[src/rtl/rot_sweep_pkg.sv]
// Shared types, constants and the rotate helper for the rotate-sweep driver.
package rot_sweep_pkg;

   typedef enum logic {
      IDLE = 1'b0,
      RUN  = 1'b1
   } state_t;

   localparam int DEFAULT_WIDTH = 4;
   localparam int ROT_MAX_W     = 32;
   localparam int ROT_IDX_W     = $clog2(ROT_MAX_W);

   // Left-rotate the low w bits of d by a (a < w); bits at or above w come back zero.
   function automatic logic [ROT_MAX_W-1:0] rotl(input logic [ROT_MAX_W-1:0] d,
                                                 input int a,
                                                 input int w);
      logic [ROT_MAX_W-1:0] r;
      r = '0;
      for (int i = 0; i < ROT_MAX_W; i++) begin
         if (i < w) r[ROT_IDX_W'((i + a) % w)] = d[ROT_IDX_W'(i)];
      end
      return r;
   endfunction

endpackage

[src/rtl/rotl_word.sv]
// Combinational left rotate of a WIDTH-bit word by amt positions.
module rotl_word
   import rot_sweep_pkg::*;
#(
   parameter int WIDTH = DEFAULT_WIDTH,
   localparam int AMT_W = $clog2(WIDTH)
) (
   input  logic [WIDTH-1:0] d_i,
   input  logic [AMT_W-1:0] amt_i,
   output logic [WIDTH-1:0] q_o
);

   assign q_o = WIDTH'(rotl(ROT_MAX_W'(d_i), int'(amt_i), WIDTH));

endmodule

[src/rtl/rot_sweep_ctrl.sv]
// Accepts one word and streams its left rotations, amount stepping by one per beat.
// Handshake: a transfer happens on a rising edge where valid and ready are both high;
// the producer holds valid and its payload stable until that edge.
module rot_sweep_ctrl
   import rot_sweep_pkg::*;
#(
   parameter int WIDTH = DEFAULT_WIDTH,
   localparam int AMT_W = $clog2(WIDTH)
) (
   input  logic             clk,
   input  logic             rst,
   input  logic             in_valid,
   output logic             in_ready,
   input  logic [WIDTH-1:0] in_data,
   input  logic [AMT_W-1:0] in_amt,
   input  logic [AMT_W-1:0] in_count,
   output logic             out_valid,
   input  logic             out_ready,
   output logic [WIDTH-1:0] out_data,
   output logic [AMT_W-1:0] out_amt,
   output logic             out_last,
   output logic             dbg_state
);

   state_t           state_q, state_d;
   logic [WIDTH-1:0] data_q, data_d;
   logic [AMT_W-1:0] amt_q, amt_d;
   logic [AMT_W-1:0] rem_q, rem_d;
   logic [WIDTH-1:0] out_data_q, out_data_d;
   logic             out_valid_q, out_valid_d;
   logic             out_last_q, out_last_d;

   logic [WIDTH-1:0] rot_src;
   logic [AMT_W-1:0] rot_amt;
   logic [WIDTH-1:0] rot_res;

   // The rotator always computes the beat that would be loaded next.
   assign rot_src = (state_q == IDLE) ? in_data : data_q;
   assign rot_amt = (state_q == IDLE) ? in_amt : amt_q + AMT_W'(1);

   rotl_word #(.WIDTH(WIDTH)) u_rotl (
      .d_i   (rot_src),
      .amt_i (rot_amt),
      .q_o   (rot_res)
   );

   always_comb begin
      state_d     = state_q;
      data_d      = data_q;
      amt_d       = amt_q;
      rem_d       = rem_q;
      out_data_d  = out_data_q;
      out_valid_d = out_valid_q;
      out_last_d  = out_last_q;
      case (state_q)
         IDLE: begin
            if (in_valid) begin
               state_d     = RUN;
               data_d      = in_data;
               amt_d       = in_amt;
               rem_d       = in_count;
               out_data_d  = rot_res;
               out_valid_d = 1'b1;
               out_last_d  = (in_count == '0);
            end
         end
         RUN: begin
            if (out_ready) begin
               if (out_last_q) begin
                  state_d     = IDLE;
                  out_valid_d = 1'b0;
               end else begin
                  amt_d      = rot_amt;
                  rem_d      = rem_q - AMT_W'(1);
                  out_data_d = rot_res;
                  out_last_d = (rem_q == AMT_W'(1));
               end
            end
         end
         default: state_d = IDLE;
      endcase
   end

   always_ff @(posedge clk) begin
      if (rst) begin
         state_q     <= IDLE;
         data_q      <= '0;
         amt_q       <= '0;
         rem_q       <= '0;
         out_data_q  <= '0;
         out_valid_q <= 1'b0;
         out_last_q  <= 1'b0;
      end else begin
         state_q     <= state_d;
         data_q      <= data_d;
         amt_q       <= amt_d;
         rem_q       <= rem_d;
         out_data_q  <= out_data_d;
         out_valid_q <= out_valid_d;
         out_last_q  <= out_last_d;
      end
   end

   assign in_ready  = (state_q == IDLE) && !rst;
   assign out_valid = out_valid_q;
   assign out_data  = out_data_q;
   assign out_amt   = amt_q;
   assign out_last  = out_last_q;
   assign dbg_state = (state_q == RUN);

endmodule

[config.mk]
export PLATFORM = sky130hd
export DESIGN_NAME = rot_sweep_ctrl
export DESIGN_NICKNAME = d
export VERILOG_FILES = /design/src/rtl/rot_sweep_pkg.sv /design/src/rtl/rotl_word.sv /design/src/rtl/rot_sweep_ctrl.sv
export SDC_FILE = /design/constraint.sdc
export NUM_CORES = 1
export LEC_CHECK = 0
export ABC_AREA = 1
export BUFFER_PORTS_ARGS = -buffer_cell sky130_fd_sc_hd__buf_2
export CORE_MARGIN = 2
export CORE_UTILIZATION = 45
export CTS_CLUSTER_DIAMETER = 50
export CTS_CLUSTER_SIZE = 28
export DETAILED_ROUTE_END_ITERATION = 8
export PLACE_DENSITY = 0.73
export SETUP_SLACK_MARGIN = 0.2
export SYNTH_ARGS = -nofsm -noshare
export SYNTH_HDL_FRONTEND = slang
export SYNTH_SLANG_ARGS = --single-unit
[constraint.sdc]
create_clock -name clk -period 2.8 [get_ports clk]
set_input_delay 0.56 -clock clk [delete_from_list [all_inputs] [get_ports clk]]
set_output_delay 0.56 -clock clk [all_outputs]
set_load 0.01 [all_outputs]
After elaboration in Yosys (flattened, before gate mapping)
Index checks and enable logic that the tools add are counted.
{"block": "classes", "add_sub_neg": 5, "magnitude_cmp": 8, "n_eq_ne": 5, "mux": 37, "bitwise_logic": 5, "n_reduce_logical": 14}
{"operator": "$bwmux 32", "count": 3}
{"operator": "$and 32x4->32", "count": 1}
{"operator": "$lt 3x7->1 const B", "count": 3}
{"operator": "$mux 4", "count": 4}
{"operator": "$mux 2", "count": 7}
{"operator": "$mux 1", "count": 13}
{"operator": "$demux 1 s3", "count": 3}
{"operator": "$ge 3x1->1 const B", "count": 3}
{"operator": "$pmux 2 s2", "count": 2}
{"operator": "$pmux 4 s2", "count": 1}
{"operator": "$lt 2x6->1 const B", "count": 1}
{"operator": "$ne 2x2->1 const B", "count": 3}
{"operator": "$pmux 1 s2", "count": 3}
{"operator": "$reduce_and 3->1", "count": 2}
{"operator": "$reduce_or 2->1", "count": 3}
{"operator": "$logic_and 1x1->1", "count": 5}
{"operator": "$add 2x2->2 const A", "count": 2}
{"operator": "$reduce_and 2->1", "count": 2}
{"operator": "$and 1x1->1 const A", "count": 3}
{"operator": "$add 1x2->2 const A", "count": 1}
{"operator": "$add 2x1->2 const B", "count": 1}
{"operator": "$demux 1 s2", "count": 1}
{"operator": "$eq 2x1->1 const B", "count": 1}
{"operator": "$ge 2x1->1 const B", "count": 1}
{"operator": "5 further kinds", "count": 5}
{"block": "totals", "ff_bits": 15, "input_bits": 12, "output_inout_bits": 10, "elab_cells": 81}

Depth between registers and ports, before layout
{"block": "depth", "ltp_word": 15, "mapped_depth": 10}

By module
From an unflattened synthesis, not the netlist that was laid out.
{"block": "unflattened", "hier_cells": 148, "area_unflattened_um2": 937.1}
{"mod": "rot_sweep_ctrl", "instances": 1, "cells_each": 123, "area_each_um2": 795.8, "seq_area_each_um2": 300.3}
{"mod": "rotl_word", "instances": 1, "cells_each": 25, "area_each_um2": 141.4, "seq_area_each_um2": 0.0}

Least setup slack after synthesis
No wires, ideal clock.
{"block": "synth_path", "path_kind": "input to output", "startpoint": "in rst", "endpoint": "out in_ready", "t_arrival_ps": 920, "path_slack_ps": 1320, "path_stages": 2, "path_cell_list": "clkbuf_1 > nor2_1"}
{"block": "synth_via", "elab_chain_cells": 2}
{"item": "start: declaration", "line": "rot_sweep_ctrl.sv:11", "source": "input logic rst,"}
{"item": "$logic_not 1->1", "line": "rot_sweep_ctrl.sv:104", "source": "assign in_ready = (state_q == IDLE) && !rst;"}
{"item": "$logic_and 1x1->1", "line": "rot_sweep_ctrl.sv:104"}
{"item": "end: declaration", "line": "rot_sweep_ctrl.sv:13", "source": "output logic in_ready,"}
No other way between the ends.

Worst setup path after layout
{"block": "layout_path", "startpoint": "reg state_q (netlist: dbg_state)", "endpoint": "reg out_data_q[1] (netlist: out_data[1])"}
{"block": "layout_via", "elab_chain_cells": 14, "word_cells_on_any_way": 44}
{"item": "start: declaration", "line": "rot_sweep_ctrl.sv:25", "source": "state_t state_q, state_d;"}
{"item": "start signal: assignment", "line": "rot_sweep_ctrl.sv:94", "source": "state_q <= state_d;"}
{"item": "$mux 2", "line": "rot_sweep_ctrl.sv:39", "source": "assign rot_amt = (state_q == IDLE) ? in_amt : amt_q + AMT_W'(1);"}
{"item": "$add 1x2->2", "line": "rot_sweep_pkg.sv:20", "source": "if (i < w) r[ROT_IDX_W'((i + a) % w)] = d[ROT_IDX_W'(i)];"}
{"item": "$reduce_or 2->1 (no source line)"}
{"item": "$and 1x1->1 (no source line)"}
{"item": "$lt 3x7->1 (not written as such) / $ge 3x1->1 (equally long branches)", "line": "rot_sweep_pkg.sv:20"}
{"item": "$logic_and 1x1->1 (not written as such)", "line": "rot_sweep_pkg.sv:20"}
{"item": "$mux 1 (not written as such)", "line": "rot_sweep_pkg.sv:20"}
{"item": "$demux 1 s3"}
{"item": "$bwmux 32 (3 in a row)", "line": "rot_sweep_pkg.sv:20"}
{"item": "$mux 4", "line": "rot_sweep_ctrl.sv:69", "source": "if (out_last_q) begin"}
{"item": "$mux 4", "line": "rot_sweep_ctrl.sv:68", "source": "if (out_ready) begin"}
{"item": "$pmux 4 s2", "line": "rot_sweep_ctrl.sv:55", "source": "case (state_q)"}
{"item": "end signal: assignment", "line": "rot_sweep_ctrl.sv:98", "source": "out_data_q <= out_data_d;"}
{"item": "end: declaration", "line": "rot_sweep_ctrl.sv:29", "source": "logic [WIDTH-1:0] out_data_q, out_data_d;"}
Several ways; a longest one is shown, not always the timed one. The select of a mux whose other input is x is not followed.
A chain may end at the register's enable or synchronous reset.

==> impl_metrics.ini <==
[cells_and_area]
final_core_utilization = 0.531
fill_cells = 199
layout-drive-gt1-share = 0.247
antenna_cells = 0
finish.cell_count_without_fillers = 173
area_growth_syn_to_layout_pct = 14.6
nets = 160
final_common_cell = sky130_fd_sc_hd__nand2_1
commonest_cells_after_routing_fill_and_taps_aside = sky130_fd_sc_hd__nand2_1, sky130_fd_sc_hd__buf_2, sky130_fd_sc_hd__inv_1

[outcome]
outcome = complete, no violations

[floorplanning]
starting_density = 0.463
rows = 16
die_area_um2 = 2330
die-width_um = 48.2
dieHeight_um = 48.2
design.portCount = 22
core_um2 = 1900

[pwr]
worst_ir_drop_vdd_mv = 0.302
power_leakage_nw = 0.480
cellPowerDensity_nw_per_um2 = 575

[timing]
finalSetupTns_ns = 0
fin_crit_ns = 1.91
slew_headroom = 0.699
fmax_ghz = 0.524
grt_setup_unrepaired = no
report.final.hold_viol_count = 0
min_period_over_period = 0.681
slew_violations = 0
tightest_slew_ns = 0.447
timing.clock.skew_ns = 0.00588
smallest_setup_slack_after_layout_ns = 0.892
setup_failing_eps_final = 0
worst_hold_slack_ns = 0.461

[critical_path]
path_cells = inv_1 > nand2_2 > a21oi_2 > inv_1 > nand2_1 > a21oi_2
crit_path_start_kind = flop
register_to_register_setup_slack_ns = 0.89
cp.arrival_ns = 2.09
worst-endpoint-required_ns = 2.98
crit_path_end_kind = flop
timing.setup.critical_path_class = reg2reg
worst_path_largest_cell_delay_ns = 0.45
cp_max_fo = 13
critical-path-slowest-cell = sky130_fd_sc_hd__dfxtp_1

[placed_design]
gp_routability_congestion = 0.820
placed_cells_incl_taps = 169
dp_hpwl_um = 1470
buffer_ports.inserted = 21
place_ws_ns = 0.922

[clocking]
worst_skew_pair_later_pin_latency_ns = 0.28
cts_hold_repair.buffers = 0
cts-root-to-sink-buffers = 2
cts.sinks = 15
root_buffer = sky130_fd_sc_hd__clkbuf_4
cts_tree = done
cts_inserted_buffers = 3
cts_post_setup_buffers_inserted = 0
post_cts_resize_count = 0
cts_htree_levels = 1
clk_pin_slew_worst_paths_ns = 0.10

[global_route]
antenna_found_initial = 0
global_route_wire_length_before_repair_um = 3060
grt_max_degree = 14
overflow = 0
grt_pass1_vias = 746
grt_use_total = 0.193

[yosys]
synth.yosys.warnings = 0
netlist_instances = 125
postSynthNetCount = 138
synth.yosys.seq_area_share = 0.341
ys_top_cells_by_area = sky130_fd_sc_hd__dfxtp_1, sky130_fd_sc_hd__nand2_1, sky130_fd_sc_hd__nand3_1
ys_seq_elements = 15
synth.cell_area_um2 = 881
netlist.area_leader.share = 0.341
distinct_cell_type_count_after_synthesis = 25
synth_area_per_cell_um2 = 7.05
post-synth-top-area-cell = sky130_fd_sc_hd__dfxtp_1

[routing]
remaining_drc_errors = 0
route.vias.total = 870
detail_route.first_pass.iterations = 4
drt_first_iter_violations = 19
ant_nets = 0
vias_per_inst = 5.03
wl_per_cell_um = 10.9
route.final.wire_length_um = 1890

[worst_hold_path]
worst_hold_path_type = reg2reg

[flow_run]
max_cap_viol_count = 0
## final timing paths
path | startpoint | end | cells after the start
worst max-delay path | dbg_state | out_data[1] | 6
worst min-delay path | data_q[3] | data_q[3] | 2
worst max register to register | dbg_state | out_data[1] | 6
worst min register to register | data_q[3] | data_q[3] | 2
## cell usage after synthesis, drive strengths merged
cell and n:
nand2 31, inv 17, nand3 16, dfxtp 15
o21ai 14, a21oi 13, nor2 4, buf 3
nand4 3, a31oi 2, o21bai 2, a311oi 1
clkbuf 1, ha 1, o211ai 1, or2 1
## layer usage
metal  global-route usage  share of wire
met5                    0              0
met4                0.114          0.019
met3               0.0481          0.083
met2                0.282           0.43
met1                0.257           0.47
## sequential cells by signal, summed over array words and instances, names as in the netlist
signal     count
rem_q          2
out_valid      1
dbg_state      1
out_last       1
data_q         4
out_data       4
out_amt        2
## layout make-up
class,instances,area (um2),share of cell area
Clock buffer,3,22.5,0.0223
Clock inverter,1,5.00,0.00496
Inverter,17,66.3,0.0657
Multi-Input combinational cell,89,477,0.472
Sequential cell,15,300,0.297
Tap cell,27,33.8,0.0335
Timing Repair Buffer,21,105,0.104
## power by group
group	total, W	switching (W)	internal, W
combinational	0.000194	0.000123	0.0000717
clock	0.000125	0.0000722	0.0000530
sequential	0.000261	0.0000206	0.000240
## cells by family (layout without fill, tap and decap cells)
group	count (synthesis)	in the layout	share of synthesized area
simple gates	55	55	0.294
compound gates	33	33	0.233
buf+inv	21	42	0.118
flops	15	15	0.341
fa+ha+maj	1	1	0.0142
## per-stage QoR
| stage | instance area (um2) | power (W) |
|---|---|---|
| 6_report | 1010 | 0.000581 |
| 5_1_grt | 1010 | 0.000629 |
| 4_1_cts | 1010 | 0.000588 |
| 3_5_place_dp | 982 | 0.000459 |
| 3_3_place_gp | 982 | 0.000455 |
| 2_1_floorplan | 881 | 0.000415 |
## critical path: cells and delay by family (launching register included)
family,cells,cell delay [ns]
buffers and inverters,2,0.55
AO/OA/AOI/OAI,2,0.48
AND/OR/NAND/NOR,2,0.33
flip-flops,1,0.45
Power figures use the tool's default switching activity.
